===== src/rtl/popcount_pkg.sv =====
// popcount_pkg: shared state encoding, default widths and sizing helpers
// for the chunked popcount engine.
package popcount_pkg;

    localparam int DATA_W_DEF  = 64;
    localparam int CHUNK_W_DEF = 16;
    localparam int COUNT_W_DEF = $clog2(DATA_W_DEF + 1);

    typedef enum logic [1:0] {
        PC_IDLE  = 2'd0,
        PC_COUNT = 2'd1,
        PC_DONE  = 2'd2
    } pc_state_t;

    // Result type for the default operand width.
    typedef logic [COUNT_W_DEF-1:0] pc_count_t;

    // Number of COUNT cycles needed to walk an operand chunk by chunk.
    function automatic int num_chunks(input int data_w, input int chunk_w);
        return data_w / chunk_w;
    endfunction

    localparam int NUM_CHUNKS = num_chunks(DATA_W_DEF, CHUNK_W_DEF);

endpackage


===== src/rtl/popcount_chunk.sv =====
// popcount_chunk: purely combinational population count of one CHUNK_W-bit slice.
module popcount_chunk
    import popcount_pkg::*;
#(
    parameter int CHUNK_W = CHUNK_W_DEF,
    parameter int CNT_W   = $clog2(CHUNK_W + 1)
)(
    input  logic [CHUNK_W-1:0] i_bits,
    output logic [CNT_W-1:0]   o_count
);

    // Reduction sum of the chunk bits; synthesis balances this into an adder tree.
    always_comb begin
        // NOTE: every combinational output gets a default first, so no path can infer a latch.
        o_count = '0;
        for (int i = 0; i < CHUNK_W; i++) begin
            o_count = o_count + CNT_W'(i_bits[i]);
        end
    end

endmodule


===== src/rtl/popcount_chunked.sv =====
// popcount_chunked: multi-cycle population count / Hamming distance engine.
// Walks the latched operand CHUNK_W bits per cycle, with valid/ready on both sides.
// Optional macro POPCNT_EARLY_EXIT_EN: finish as soon as the remaining data is zero.
module popcount_chunked
    import popcount_pkg::*;
#(
    parameter int DATA_W  = DATA_W_DEF,
    parameter int CHUNK_W = CHUNK_W_DEF,
    parameter int COUNT_W = $clog2(DATA_W + 1)
)(
    input  logic               clk,
    input  logic               rst,
    input  logic               in_vld,
    output logic               in_rdy,
    input  logic               mode_i,
    input  logic [DATA_W-1:0]  a_i,
    input  logic [DATA_W-1:0]  b_i,
    output logic               out_vld,
    input  logic               out_rdy,
    output logic [COUNT_W-1:0] count_o
);

    localparam int N      = num_chunks(DATA_W, CHUNK_W);
    localparam int IDX_W  = (N > 1) ? $clog2(N) : 1;
    localparam int CCNT_W = $clog2(CHUNK_W + 1);
    localparam logic [IDX_W-1:0] LAST_IDX = IDX_W'(N - 1);

    if (DATA_W % CHUNK_W != 0) begin : g_width_check
        $error("popcount_chunked: DATA_W (%0d) must be a multiple of CHUNK_W (%0d)", DATA_W, CHUNK_W);
    end

    pc_state_t          r_state;
    pc_state_t          w_state_nxt;
    logic [DATA_W-1:0]  r_data;
    logic [COUNT_W-1:0] r_count;
    logic [IDX_W-1:0]   r_idx;
    logic [CCNT_W-1:0]  w_chunk_cnt;
    logic               w_accept;
    logic               w_last;

    popcount_chunk #(
        .CHUNK_W (CHUNK_W),
        .CNT_W   (CCNT_W)
    ) u_chunk (
        .i_bits  (r_data[CHUNK_W-1:0]),
        .o_count (w_chunk_cnt)
    );

    assign w_accept = (r_state == PC_IDLE) && in_vld;

`ifdef POPCNT_EARLY_EXIT_EN
    // Stop once the data left after this cycle's shift holds no set bits.
    assign w_last = (r_idx == LAST_IDX) || ((r_data >> CHUNK_W) == '0);
`else
    assign w_last = (r_idx == LAST_IDX);
`endif

    // State register.
    always_ff @(posedge clk) begin
        // NOTE: sequential state uses non-blocking assignments so every register samples pre-edge values.
        if (rst) begin
            r_state <= PC_IDLE;
        end else begin
            r_state <= w_state_nxt;
        end
    end

    // Next-state and handshake outputs.
    always_comb begin
        w_state_nxt = r_state;
        in_rdy      = 1'b0;
        out_vld     = 1'b0;
        case (r_state)
            PC_IDLE: begin
                in_rdy = 1'b1;
                if (in_vld) begin
                    w_state_nxt = PC_COUNT;
                end
            end
            PC_COUNT: begin
                if (w_last) begin
                    w_state_nxt = PC_DONE;
                end
            end
            PC_DONE: begin
                out_vld = 1'b1;
                if (out_rdy) begin
                    w_state_nxt = PC_IDLE;
                end
            end
            default: w_state_nxt = PC_IDLE;
        endcase
    end

    // Operand latch, chunk shifter and accumulator.
    always_ff @(posedge clk) begin
        if (rst) begin
            r_data  <= '0;
            r_count <= '0;
            r_idx   <= '0;
        end else if (w_accept) begin
            r_data  <= mode_i ? (a_i ^ b_i) : a_i;
            r_count <= '0;
            r_idx   <= '0;
        end else if (r_state == PC_COUNT) begin
            r_count <= r_count + COUNT_W'(w_chunk_cnt);
            r_data  <= r_data >> CHUNK_W;
            r_idx   <= r_idx + IDX_W'(1);
        end
    end

    // The accumulator doubles as the result; it holds until the next accept.
    assign count_o = r_count;

endmodule

===== config.mk =====
export PLATFORM = sky130hd
export DESIGN_NAME = popcount_chunked
export DESIGN_NICKNAME = d
export VERILOG_FILES = /design/src/rtl/popcount_pkg.sv /design/src/rtl/popcount_chunk.sv /design/src/rtl/popcount_chunked.sv
export SDC_FILE = /design/constraint.sdc
export NUM_CORES = 1
export LEC_CHECK = 0
export CAP_MARGIN = 20
export CELL_PAD_IN_SITES_DETAIL_PLACEMENT = 0
export CELL_PAD_IN_SITES_GLOBAL_PLACEMENT = 1
export CORE_ASPECT_RATIO = 0.75
export CORE_UTILIZATION = 34
export CTS_BUF_LIST = sky130_fd_sc_hd__clkbuf_8
export CTS_CLUSTER_DIAMETER = 200
export DETAILED_ROUTE_END_ITERATION = 6
export GPL_TIMING_DRIVEN = 0
export PLACE_DENSITY_LB_ADDON = 0.1
export SYNTH_ARGS = -nofsm -noshare
export SYNTH_HDL_FRONTEND = slang
export SYNTH_SLANG_ARGS = --single-unit

===== constraint.sdc =====
create_clock -name clk -period 6.58 [get_ports clk]
set_input_delay 1.316 -clock clk [delete_from_list [all_inputs] [get_ports clk]]
set_output_delay 1.316 -clock clk [all_outputs]
set_load 0.005 [all_outputs]

Yosys cells after proc, flatten, opt, wreduce, memory -nomap -nowiden
Index checks and enable logic that the tools add are counted.

Flip-flop bits (word level): 75. Latch bits: 0. Bits in writable memories: 0. Memory bits (read-only): 0. Input port bits: 133. Output and inout port bits: 9. Logic and storage cells: 42. Memories: 0.

Add/subtract/negate cells: 17. Multipliers: 0. Divide/modulo/power cells: 0. Order comparisons: 0. Equal/unequal tests: 6. Shift operators: 0. Mux-type cells: 9. Bitwise logic cells: 1. Reductions and logical operators: 5.

Operator list (count): 64-bit 2-to-1 mux (3); 5-bit by 1-bit adder with 5-bit output (14); 64-bit XOR (1); 7-bit by 5-bit adder with 7-bit output (1); 2-bit 2-to-1 mux (3); 2-bit inequality test (second input constant) (3); 2-bit one-hot mux with 3 select lines (1); 2-bit equality test (second input constant) (2); 3-bit AND reduction (1); 1-bit by 1-bit adder with 2-bit output (1); 2-bit by 1-bit adder with 2-bit output (second input constant) (1); 2-bit by 1-bit equality test with 1-bit output (second input constant) (1); 2-bit zero test (1); 1-bit 2-to-1 mux (2); 2-bit nonzero test (1); 2-bit OR reduction (1); 1-bit logical AND (1).

Depth between registers and ports, before layout
Gate-level depths: netlist of run 1.

Depth in word-level cells: 16. Mapped depth: 18. Mapped depth without buffers: 18.

Cells and area by module
A second synthesis of run 1 with hierarchy kept.

Cells, all modules: 581. Area total of the unflattened synthesis: 4613.2 um^2.

Modules (own cells, without submodules): popcount_chunked (instances 1, cells an instance 534, area an instance 4205.3 um^2, seq. area each 1501.4 um^2); popcount_chunk (instances 1, cells an instance 47, area an instance 407.9 um^2, seq. area each 0.0 um^2).

Worst setup path before layout of run 1
Ideal clock, no wire load.

Kind: register -> register. Start: register r_data[0]. End: register r_count[4] (netlist: count_o[4]). Setup time: 116 ps. Data arrival time: 4580 ps. Required time: 6464 ps. Slack: 1885 ps. Stages on the path, launching flop included: 17. Buffers on the path: 0. Period minus slack after synthesis: 4695 ps. Path through: dfxtp_1 -> ha_1 -> inv_1 -> fa_1 -> inv_1 -> fa_1 -> fa_1 -> inv_1 -> fa_1 -> fa_1 -> fa_1 -> inv_1 -> fa_1 -> a21o_1 -> a211oi_1 -> nor4_1 -> a31o_1.

Word-level cells in the longest chain between the ends: 16.

Ends and longest elaborated chain: start: declaration (RTL line popcount_chunked.sv:34) `logic [DATA_W-1:0] r_data;`; start signal: assignment (RTL line popcount_chunked.sv:102) `r_data <= mode_i ? (a_i ^ b_i) : a_i;`; start signal: assignment (RTL line popcount_chunked.sv:107) `r_data <= r_data >> CHUNK_W;`; 1-bit by 1-bit adder with 2-bit output (RTL line popcount_chunk.sv:17) `o_count = o_count + CNT_W'(i_bits[i]);`; 5-bit by 1-bit adder with 5-bit output (14 in series) (RTL line popcount_chunk.sv:17); 7-bit by 5-bit adder with 7-bit output (RTL line popcount_chunked.sv:106) `r_count <= r_count + COUNT_W'(w_chunk_cnt);`; end signal: assignment (RTL line popcount_chunked.sv:106); end: declaration (RTL line popcount_chunked.sv:35) `logic [COUNT_W-1:0] r_count;`.

Every way passes these cells. A chain may end at the register's enable or synchronous reset.

Worst setup path after layout of run 1
Start: register r_data[0]. End: register r_count[6] (netlist: count_o[6]).

The elaborated chain is that of the path after synthesis.

==> flow_results.org, run 1 <==
** Global route
- Vias in the first global route :: 4145
- For this run, global-route usage on met2 was measured as between 30% and 40%.
- The first global-routing pass estimated slightly above 20000 um of wire.
- The initial antenna violation count is 0.
- In the global route stage, met3 resource usage came out at 4.07%.
- Global routing used ~28% of the available met1 tracks.
- Busiest grt layer :: met2
- Overflow left after global routing :: 0
- Entering global routing, the biggest net connects 13 pins.
- Global routing usage summed across all routing layers :: 19.9%

** Floorplan
- The die is 134 um wide.
- Row generation in the floorplan step produced 35 rows.
- After floorplanning, the core was sized to cover 12500 um^2.
- Effective utilization at floorplan :: 35.3%
- Number of top-level pins :: 142
- The die is 101 um tall.
- DIE AREA :: about 13000 um^2

** Timing
- Setup WS post-layout :: approximately 1.6 ns
- The count of endpoints failing hold in the final timing report was 0.
- Setup violations remaining at the end of the flow were counted as 0.
- Aggregate negative setup slack :: 0 ns
- Max-slew violation count :: 0
- Between clock sinks in the finished design, the worst skew comes to 0.0117 ns.
- Min Tclk post-route :: roughly 5 ns
- Transition time at the pin with the least slew margin :: 0.552 ns
- Static timing analysis puts the maximum clock frequency at 201 MHz.
- Unrepaired setup endpoints after global routing :: no
- Hold slack final :: 0.457 ns
- Headroom to the max-slew limit came out at 63.2%.
- In the finished design, the share of the clock period the worst path needs comes to between 70% and 80%.

** Critical path
- STA puts the critical path data required time at 6.87 ns.
- The setup check on the worst reg-to-reg path leaves a slack of 1.60 ns.
- Worst reg-to-reg path cell count :: 16
- STA classifies the critical path endpoint as a flip-flop.
- FF-to-FF End :: count_o[6]$_SDFFE_PP0P_
- CP Max Fanout :: 3
- STA classifies the critical path startpoint as a flip-flop.
- Critical Path Slowest Stage Cell :: sky130_fd_sc_hd__fa_1
- RR Startpoint :: r_data[0]$_SDFFE_PP0P_
- The critical path goes through ha_1, inv_1, fa_1, inv_1, fa_1, fa_1, inv_1, fa_1, fa_1, fa_1, inv_1, fa_1, a211oi_1, nor2_1, o211ai_1, mux2i_1.
- Critical path class :: flip-flop to flip-flop
- Counting stages on the worst path, the most repeated cell is sky130_fd_sc_hd__fa_1.
- Data on the critical path arrives at its endpoint at 5.27 ns.
- Largest stage delay, worst path :: 0.53 ns

** Clock network
- Number of buffers on the longest clock path :: 2
- Clock Pin Slew Worst Setup and Hold Paths :: 0.08 ns
- Counting the buffers created by CTS gives 9.
- Num Clock Sinks :: 75
- The tree is rooted in a sky130_fd_sc_hd__clkbuf_8.
- At the later pin of the worst-skew pair, clock insertion delay measures 0.35 ns.
- H-tree depth :: 3
- In this run the post-CTS setup repair buffer count came out at 0.
- Cells resized by post-CTS repair :: 0
- In this run, post-CTS hold repair placed 0 buffers.
- TritonCTS clock tree :: yes

** Synth
- Portion of synthesized cell area occupied by the leading cell type :: 34.0%
- Yosys Warn Count :: 0
- Largest area contributor in the netlist :: sky130_fd_sc_hd__dfxtp_1
- After synthesis, the most frequently instantiated cells are sky130_fd_sc_hd__nand2_1 (159), sky130_fd_sc_hd__dfxtp_1 (75), sky130_fd_sc_hd__xnor2_1 (68), sky130_fd_sc_hd__a21oi_1 (49), sky130_fd_sc_hd__nor2_1 (28).
- Syn avg cell area :: 7.89 um^2
- Post-synthesis instance area :: around 4400 um^2
- Cell with the most instances after synthesis :: sky130_fd_sc_hd__nand2_1
- Yosys mapped a number of flops with a built-in enable equal to 0.
- Most frequently used flop master after synthesis :: sky130_fd_sc_hd__dfxtp_1
- Cells after Synth :: about 560
- Count of state elements after synthesis :: 75
- Synthesis produced a netlist with a net count of 715.
- Unique cell type count in the Yosys netlist :: 34
- Summing the sequential cell areas from Yosys gives 34.0% of the chip area.
- Synth area leaders :: sky130_fd_sc_hd__dfxtp_1 (34%), sky130_fd_sc_hd__nand2_1 (14%), sky130_fd_sc_hd__xnor2_1 (13%), sky130_fd_sc_hd__a21oi_1 (5.6%), sky130_fd_sc_hd__fa_1 (5.0%)
- Post-synth ARST share :: 0%

** Route
- The detailed router placed roughly 4200 vias in this run.
- Once detail routing completed, the nets flagged for antenna violations numbered 0.
- DRC errors left :: 0
- The first detailed-routing pass took 4 iterations.
- DR vias/cell :: 4.78
- Starting DRT DRC Count :: 155
- Mean routed wirelength per cell :: 14.6 um
- Wires add up to 12900 um.

** Cells and area
- Summing all non-filler instances in the final layout gives an area of slightly above 6000 um^2.
- Compared with the post-synthesis result, the final layout area differs by 41.1%.
- For this run, the number of standard cells in the final layout without fillers is 880.
- Area of the multi-input gates :: roughly 2600 um^2
- Fill cells in the final layout number 1243.
- The net count of the finished layout is 865.
- Once layout is complete, the utilization of the core stands at ~50%.
- Area of all sequential standard cells :: 1500 um^2
- The repair_antennas step left the layout with diodes totalling 0.
- Of the cells placed in the final design, the portion with a size suffix greater than 1 is ~6.7%.

** Placed design
- Routability congestion estimate from global placement :: 0.861
- Setup WS pre-CTS :: 1.64 ns
- Buffers on Ports :: 139
- Number of placed instances, taps included :: 864
- Summed over all nets, the half-perimeter wirelength after detailed placement is 10400 um.
- Total placed instance area :: 6010 um^2

** Power and ir drop
- Peak supply drop :: 0.115 mV
- Power spread over the standard cell area amounts to 229 nW/um^2.
- Summed over all cells, the static leakage comes to around 2.4 nW.
- After layout, the design draws a total of 1.42 mW.

** Hold path
- The worst hold path belongs to the class flip-flop to flip-flop.
- Worst Hold Depth :: 2
- Min-Delay Startpoint :: r_data[42]$_SDFFE_PP0P_
- The worst hold path terminates at r_data[42]$_SDFFE_PP0P_.

** Run status
- Status :: finished clean

** Job
- Max-cap violations :: 0
-- per-layer routing --
metal,vias to the layer above,wire length (um),share of wire (%)
met1,1949,6470,50
met4,0,49,0.38
met5,-,0,0
met3,5,652,5.1
met2,105,5680,44
li1,2149,-,-
-- placed cells by master, fill, tap and decap left out, drive strengths merged, types with 2 or more instances in the layout --
cell             n
a21oi           49
a311oi          22
a211oi           3
or3              2
buf             31
clkdlybuf4s50  139
mux2i            2
nand2b           2
nor2b            3
nand3           18
a21o             3
inv             23
clkbuf          22
xnor2           68
clkinv           2
nand2          159
dfxtp           75
ha              12
fa              11
nor2            29
a22oi           27
-- state kept, by name, summed over array words and instances (netlist names) --
signal	count
count_o	7
r_data	64
r_idx	2
r_state	2
-- worst max-delay path, delay by kind of cell, from the launching register on --
family          cells  cell delay (ns)
mux                 1             0.19
simple gates        1             0.10
fa+ha+maj           8             3.62
compound gates      2             0.47
buf+inv             4             0.21
flops               1             0.33
-- how the worst max path moves through the flow --
| stage | startpoint | end | slack, ns | cells past startpoint |
|---|---|---|---|---|
| after CTS | r_data[0]$_SDFFE_PP0P_ | count_o[6]$_SDFFE_PP0P_ | 1.60 | 16 |
| after global placement | r_data[0]$_SDFFE_PP0P_ | count_o[6]$_SDFFE_PP0P_ | 1.68 | 16 |
| after detailed placement | r_data[0]$_SDFFE_PP0P_ | count_o[6]$_SDFFE_PP0P_ | 1.64 | 16 |
| after global routing | r_data[0]$_SDFFE_PP0P_ | count_o[6]$_SDFFE_PP0P_ | 1.32 | 16 |
| final | r_data[0]$_SDFFE_PP0P_ | count_o[6]$_SDFFE_PP0P_ | 1.60 | 16 |
| after floorplan | r_data[0]$_SDFFE_PP0P_ | count_o[4]$_SDFFE_PP0P_ | 1.88 | 16 |
-- report_power, final --
part	internal [mW]	total, mW	switching [mW]
Sequential	0.493	0.520	0.0273
Combinational	0.262	0.523	0.262
Clock	0.205	0.380	0.175
-- logic make-up after synthesis --
family                   after synthesis  share of synthesized area (%)
adder cells (fa/ha/maj)               23                           8.39
buffers and inverters                 64                           7.26
XOR/XNOR                              69                           13.7
AO/OA/AOI/OAI                        110                           16.5
multiplexers                           2                          0.454
AND/OR/NAND/NOR                      216                           19.7
flip-flops                            75                           34.0
-- final cells by class --
| cell class | instances | area share [%] |
|---|---|---|
| multi-input cells | 420 | 41.6 |
| flip-flops and latches | 75 | 24.1 |
| repair buffers | 139 | 22.4 |
| plain buffers | 41 | 3.76 |
| well taps | 166 | 3.34 |
| clock buffers | 12 | 2.65 |
| inverters | 23 | 1.39 |
| clock inverters | 4 | 0.764 |
No activity file was read; power rests on OpenSTA's default activity.
==> run 2, diff against run 1 <==
CORE_UTILIZATION = 31   (was 34)
clock period = 4.03 ns   (was 6.58 ns; I/O delays follow)
==> run 2 against run 1 <==
  * The run now ends with negative setup slack left
  * Critical path type unchanged
  * Core utilization fell by 3.9 points
  * Hold slack barely moved
  * Critical endpoint is now count_o[4]$_SDFFE_PP0P_
  * Largest power group unchanged
  * Power increased by 74%
  * Sequential cell count is the same
==> flow_results.org, run 2 (synthesis gave the netlist of run 1 again) <==
** Critical path
- Worst setup EP type :: flip-flop (unchanged)
- The worst path arrival time is 4.94 ns (was 5.27 ns).
- Startpoint kind of the worst setup timing path :: flip-flop (unchanged)
- Critical-path cell list: ha_4, inv_2, fa_1, inv_1, fa_1, fa_1, inv_1, fa_1, fa_2, fa_2, inv_2, fa_2, a21o_1, a211oi_2, nor4_1, a31o_1 (was ha_1, inv_1, fa_1, inv_1, fa_1, fa_1, inv_1, fa_1, fa_1, fa_1, inv_1, fa_1, a211oi_1, nor2_1, o211ai_1, mux2i_1).
- The required time of the worst setup path is 4.28 ns (was 6.87 ns).
- Critical Path Slowest Stage Cell :: sky130_fd_sc_hd__fa_2 (was sky130_fd_sc_hd__fa_1)
- The critical path's most frequent cell is sky130_fd_sc_hd__fa_1 (unchanged).
- Cell family with most CP delay :: adder cells (unchanged)
- The critical path buffer and inverter count came to 4 (unchanged).
- The classification of the worst setup path is flip-flop to flip-flop (unchanged).
- CP Max Fanout :: 3 (unchanged)
- Largest stage delay, worst path :: 0.54 ns (was 0.53 ns)

** Power and ir drop
- The switching component of the power is 0.819 mW (was 0.464 mW).
- The power consumption came to 2.48 mW (was 1.42 mW).
- Leakage Power :: 2.41 nW (was 2.39 nW)
- Proportion of power drawn by combinational gates :: 39.3% (was 36.8%)
- The share of total power consumed by net switching was 33.0% (was 32.6%).
- Clk network pwr share :: 26.4% (was 26.7%)
- Peak supply drop :: 0.142 mV (was 0.115 mV)
- Total power divided by cell area :: 391 nW/um^2 (was 229 nW/um^2)
- Total internal power :: 1.66 mW (was 0.959 mW)
- Part of the total power dissipated in sequential elements :: 34.3% (was 36.5%)

** Route
- Starting DRT DRC Count :: 174 (was 155)
- The detailed-route wire length per cell was 14.8 um (was 14.6 um).
- The routed wire length was 13200 um (was 12900 um).
- Via count :: 4203 (was 4208)
- The post-detailed-route via-to-cell ratio was 4.71 (was 4.78).
- The remaining number of nets flagged by the antenna check after routing was 0 (unchanged).
- The total DRC errors in the routed layout came to 0 (unchanged).
- DR pass1 iterations :: 4 (unchanged)

** Global route
- The overall overflow remaining after global route was 0 (unchanged).
- Met3 demand-to-capacity share in global routing :: 3.68% (was 4.07%)
- Wire length of the first global-routing pass :: 21500 um (was 20600 um)
- Vias in the first global route :: 4310 (was 4145)
- Busiest grt layer :: met2 (unchanged)
- Largest net degree at the start of global routing :: 15 (was 13)
- Global routing usage on met2 :: 31.3% (was 31.9%)
- Number of antenna violations at the first check in global routing :: 0 (unchanged)
- The global-route met1 utilization was 25.5% (was 27.7%).
- The overall routing resource usage is 18.9% (was 19.9%).

** Timing
- The worst setup skew after layout came to 0.0110 ns (was 0.0117 ns).
- Fin. Hold Viols :: 0 (unchanged)
- The worst hold slack across all endpoints came to 0.457 ns (about the same).
- Highest clock rate :: 213 MHz (was 201 MHz)
- The final setup violation count is 6 (was 0).
- Worst slew margin relative to its limit :: 61.8% (was 63.2%)
- The final-report max-slew violation count is 0 (unchanged).
- Setup WS post-layout :: -0.659 ns (was 1.60 ns)
- Unrepaired setup endpoints after global routing :: yes (was no)
- Final clock period utilization by the worst path :: 116% (was 75.7%)
- Aggregate negative setup slack :: -3.16 ns (was 0 ns)
- Min Tclk post-route :: 4.69 ns (was 4.98 ns)
- Transition time at the pin with the least slew margin :: 0.573 ns (was 0.552 ns)

** Cells and area
- The flip-flop count of the largest register, all copies and words added was 64 (unchanged).
- The number of diodes added for antenna fixing came to 0 (unchanged).
- The utilization after layout came to 46.0% (was 49.9%).
- Final cell count without fillers :: 892 (was 880)
- The number of fillers in the final layout is 1418 (was 1243).
- Top library cells by usage in the layout, fill and taps aside :: sky130_fd_sc_hd__nand2_1 (159), sky130_fd_sc_hd__clkdlybuf4s50_1 (139), sky130_fd_sc_hd__dfxtp_1 (73) (was sky130_fd_sc_hd__nand2_1 (159), sky130_fd_sc_hd__clkdlybuf4s50_1 (139), sky130_fd_sc_hd__dfxtp_1 (75))
- Total number of nets in the final design :: 868 (was 865)
- Commonest non-fill, non-tap cell in the layout :: sky130_fd_sc_hd__nand2_1 (unchanged)
- The synthesis-to-layout area growth was 43.8% (was 41.1%).
- Share of post-route cells with drive strength above 1 :: 9.21% (was 6.72%)
- Final instance area :: 6340 um^2 (was 6220 um^2)
- Register with the most flip-flops :: r_data (unchanged)

** Clock network
- The count of clock tree sinks is 75 (unchanged).
- TritonCTS clock tree :: yes (unchanged)
- Num CTS Buffers :: 9 (unchanged)
- The CTS clock-pin slew for the worst setup and hold paths came to 0.09 ns (was 0.08 ns).
- The clock latency of the later-clocked register in the worst-skew pair came to 0.36 ns (was 0.35 ns).
- Cell at the root of the clock tree :: sky130_fd_sc_hd__clkbuf_8 (unchanged)
- Number of hold buffers added after CTS :: 0 (unchanged)
- H-tree depth :: 3 (unchanged)
- The largest buffer count on any clock path is 2 (unchanged).

** Placed design
- The post-place setup slack came to -0.755 ns (was 1.64 ns).
- Routability congestion estimate from global placement :: 0.798 (was 0.861)
- Total placed instance area :: 6040 um^2 (was 6010 um^2)
- The number of buffer cells added on primary ports was 139 (unchanged).
- Number of placed instances, taps included :: 873 (was 864)
- The total half-perimeter wirelength after legalization and detailed placement is 10600 um (was 10400 um).

** Floorplan
- Number of top-level pins :: 142 (unchanged)
- The overall die height was 105 um (was 101 um).
- DIE AREA :: 14700 um^2 (was 13400 um^2)
- The initial core utilization was 32.0% (was 35.3%).
- Horizontal extent of the die :: 140 um (was 134 um)
- The core outline area came to 13800 um^2 (was 12500 um^2).
- Row count :: 37 (was 35)

** Run status
- The final reports fail on negative setup slack.
- Status :: finished, violations left (was finished clean)

** Hold path
- The class of the tightest hold or removal check is flip-flop to flip-flop (unchanged).

** Job
- The reported max-cap violation count came to 0 (unchanged).
[run 2: cell types whose count changed in the layout (fill, tap and decap cells not counted), sizes merged]
cell / change
buf: +3
clkbuf: -3
clkinv: +2
bufinv: +1
[run 2: timing repair]
action / CTS / global route
pin swaps: 7 / 1
cloned: 0 / 0
gates resized for setup: 12 / 0
buffers inserted: 3 / 0
endpoints found under the setup margin: 6 / 6
endpoints found under the hold margin: 0 / 0
[run 2: layer usage]
| layer | vias to the layer above | part of all wire, % |
|---|---|---|
| li1 | 2157 | - |
| met1 | 1949 | 49 |
| met2 | 90 | 45 |
| met3 | 7 | 4.9 |
| met4 | 0 | 0.57 |
| met5 | - | 0 |
[run 2: final timing paths]
check	endpoint	depth (start not counted)	start	slack, ns
worst max-delay path	count_o[4]$_SDFFE_PP0P_	16	r_data[0]$_SDFFE_PP0P_	-0.66
worst min-delay path	r_data[29]$_SDFFE_PP0P_	2	r_data[29]$_SDFFE_PP0P_	0.46
worst max register to register	count_o[4]$_SDFFE_PP0P_	16	r_data[0]$_SDFFE_PP0P_	-0.66
worst min register to register	r_data[29]$_SDFFE_PP0P_	2	r_data[29]$_SDFFE_PP0P_	0.46
[run 2: final cells by class]
class | instances | area, um^2 | area share, %
Sequential cell | 75 | 1500 | 23.7
Clock inverter | 7 | 103 | 1.62
Inverter | 23 | 86.3 | 1.36
Timing Repair Buffer | 142 | 1410 | 22.3
Buffer | 41 | 234 | 3.69
Tap cell | 175 | 219 | 3.45
Clock buffer | 9 | 124 | 1.95
Multi-Input combinational cell | 420 | 2660 | 41.9
[run 2: power by group through the flow]
stage	Sequential, mW	Clock [mW]	Combinational [mW]
6_report	0.851	0.654	0.976
5_1_grt	0.861	0.699	1.09
4_1_cts	0.851	0.671	0.977
3_5_place_dp	0.865	0	0.859
3_3_place_gp	0.863	0	0.835
2_1_floorplan	0.852	0	0.556
[run 2: worst min-delay path: stages (launching register included)]
cell                      delay [ns]
sky130_fd_sc_hd__dfxtp_1        0.32
sky130_fd_sc_hd__nand2_1        0.05
sky130_fd_sc_hd__a21oi_1        0.05
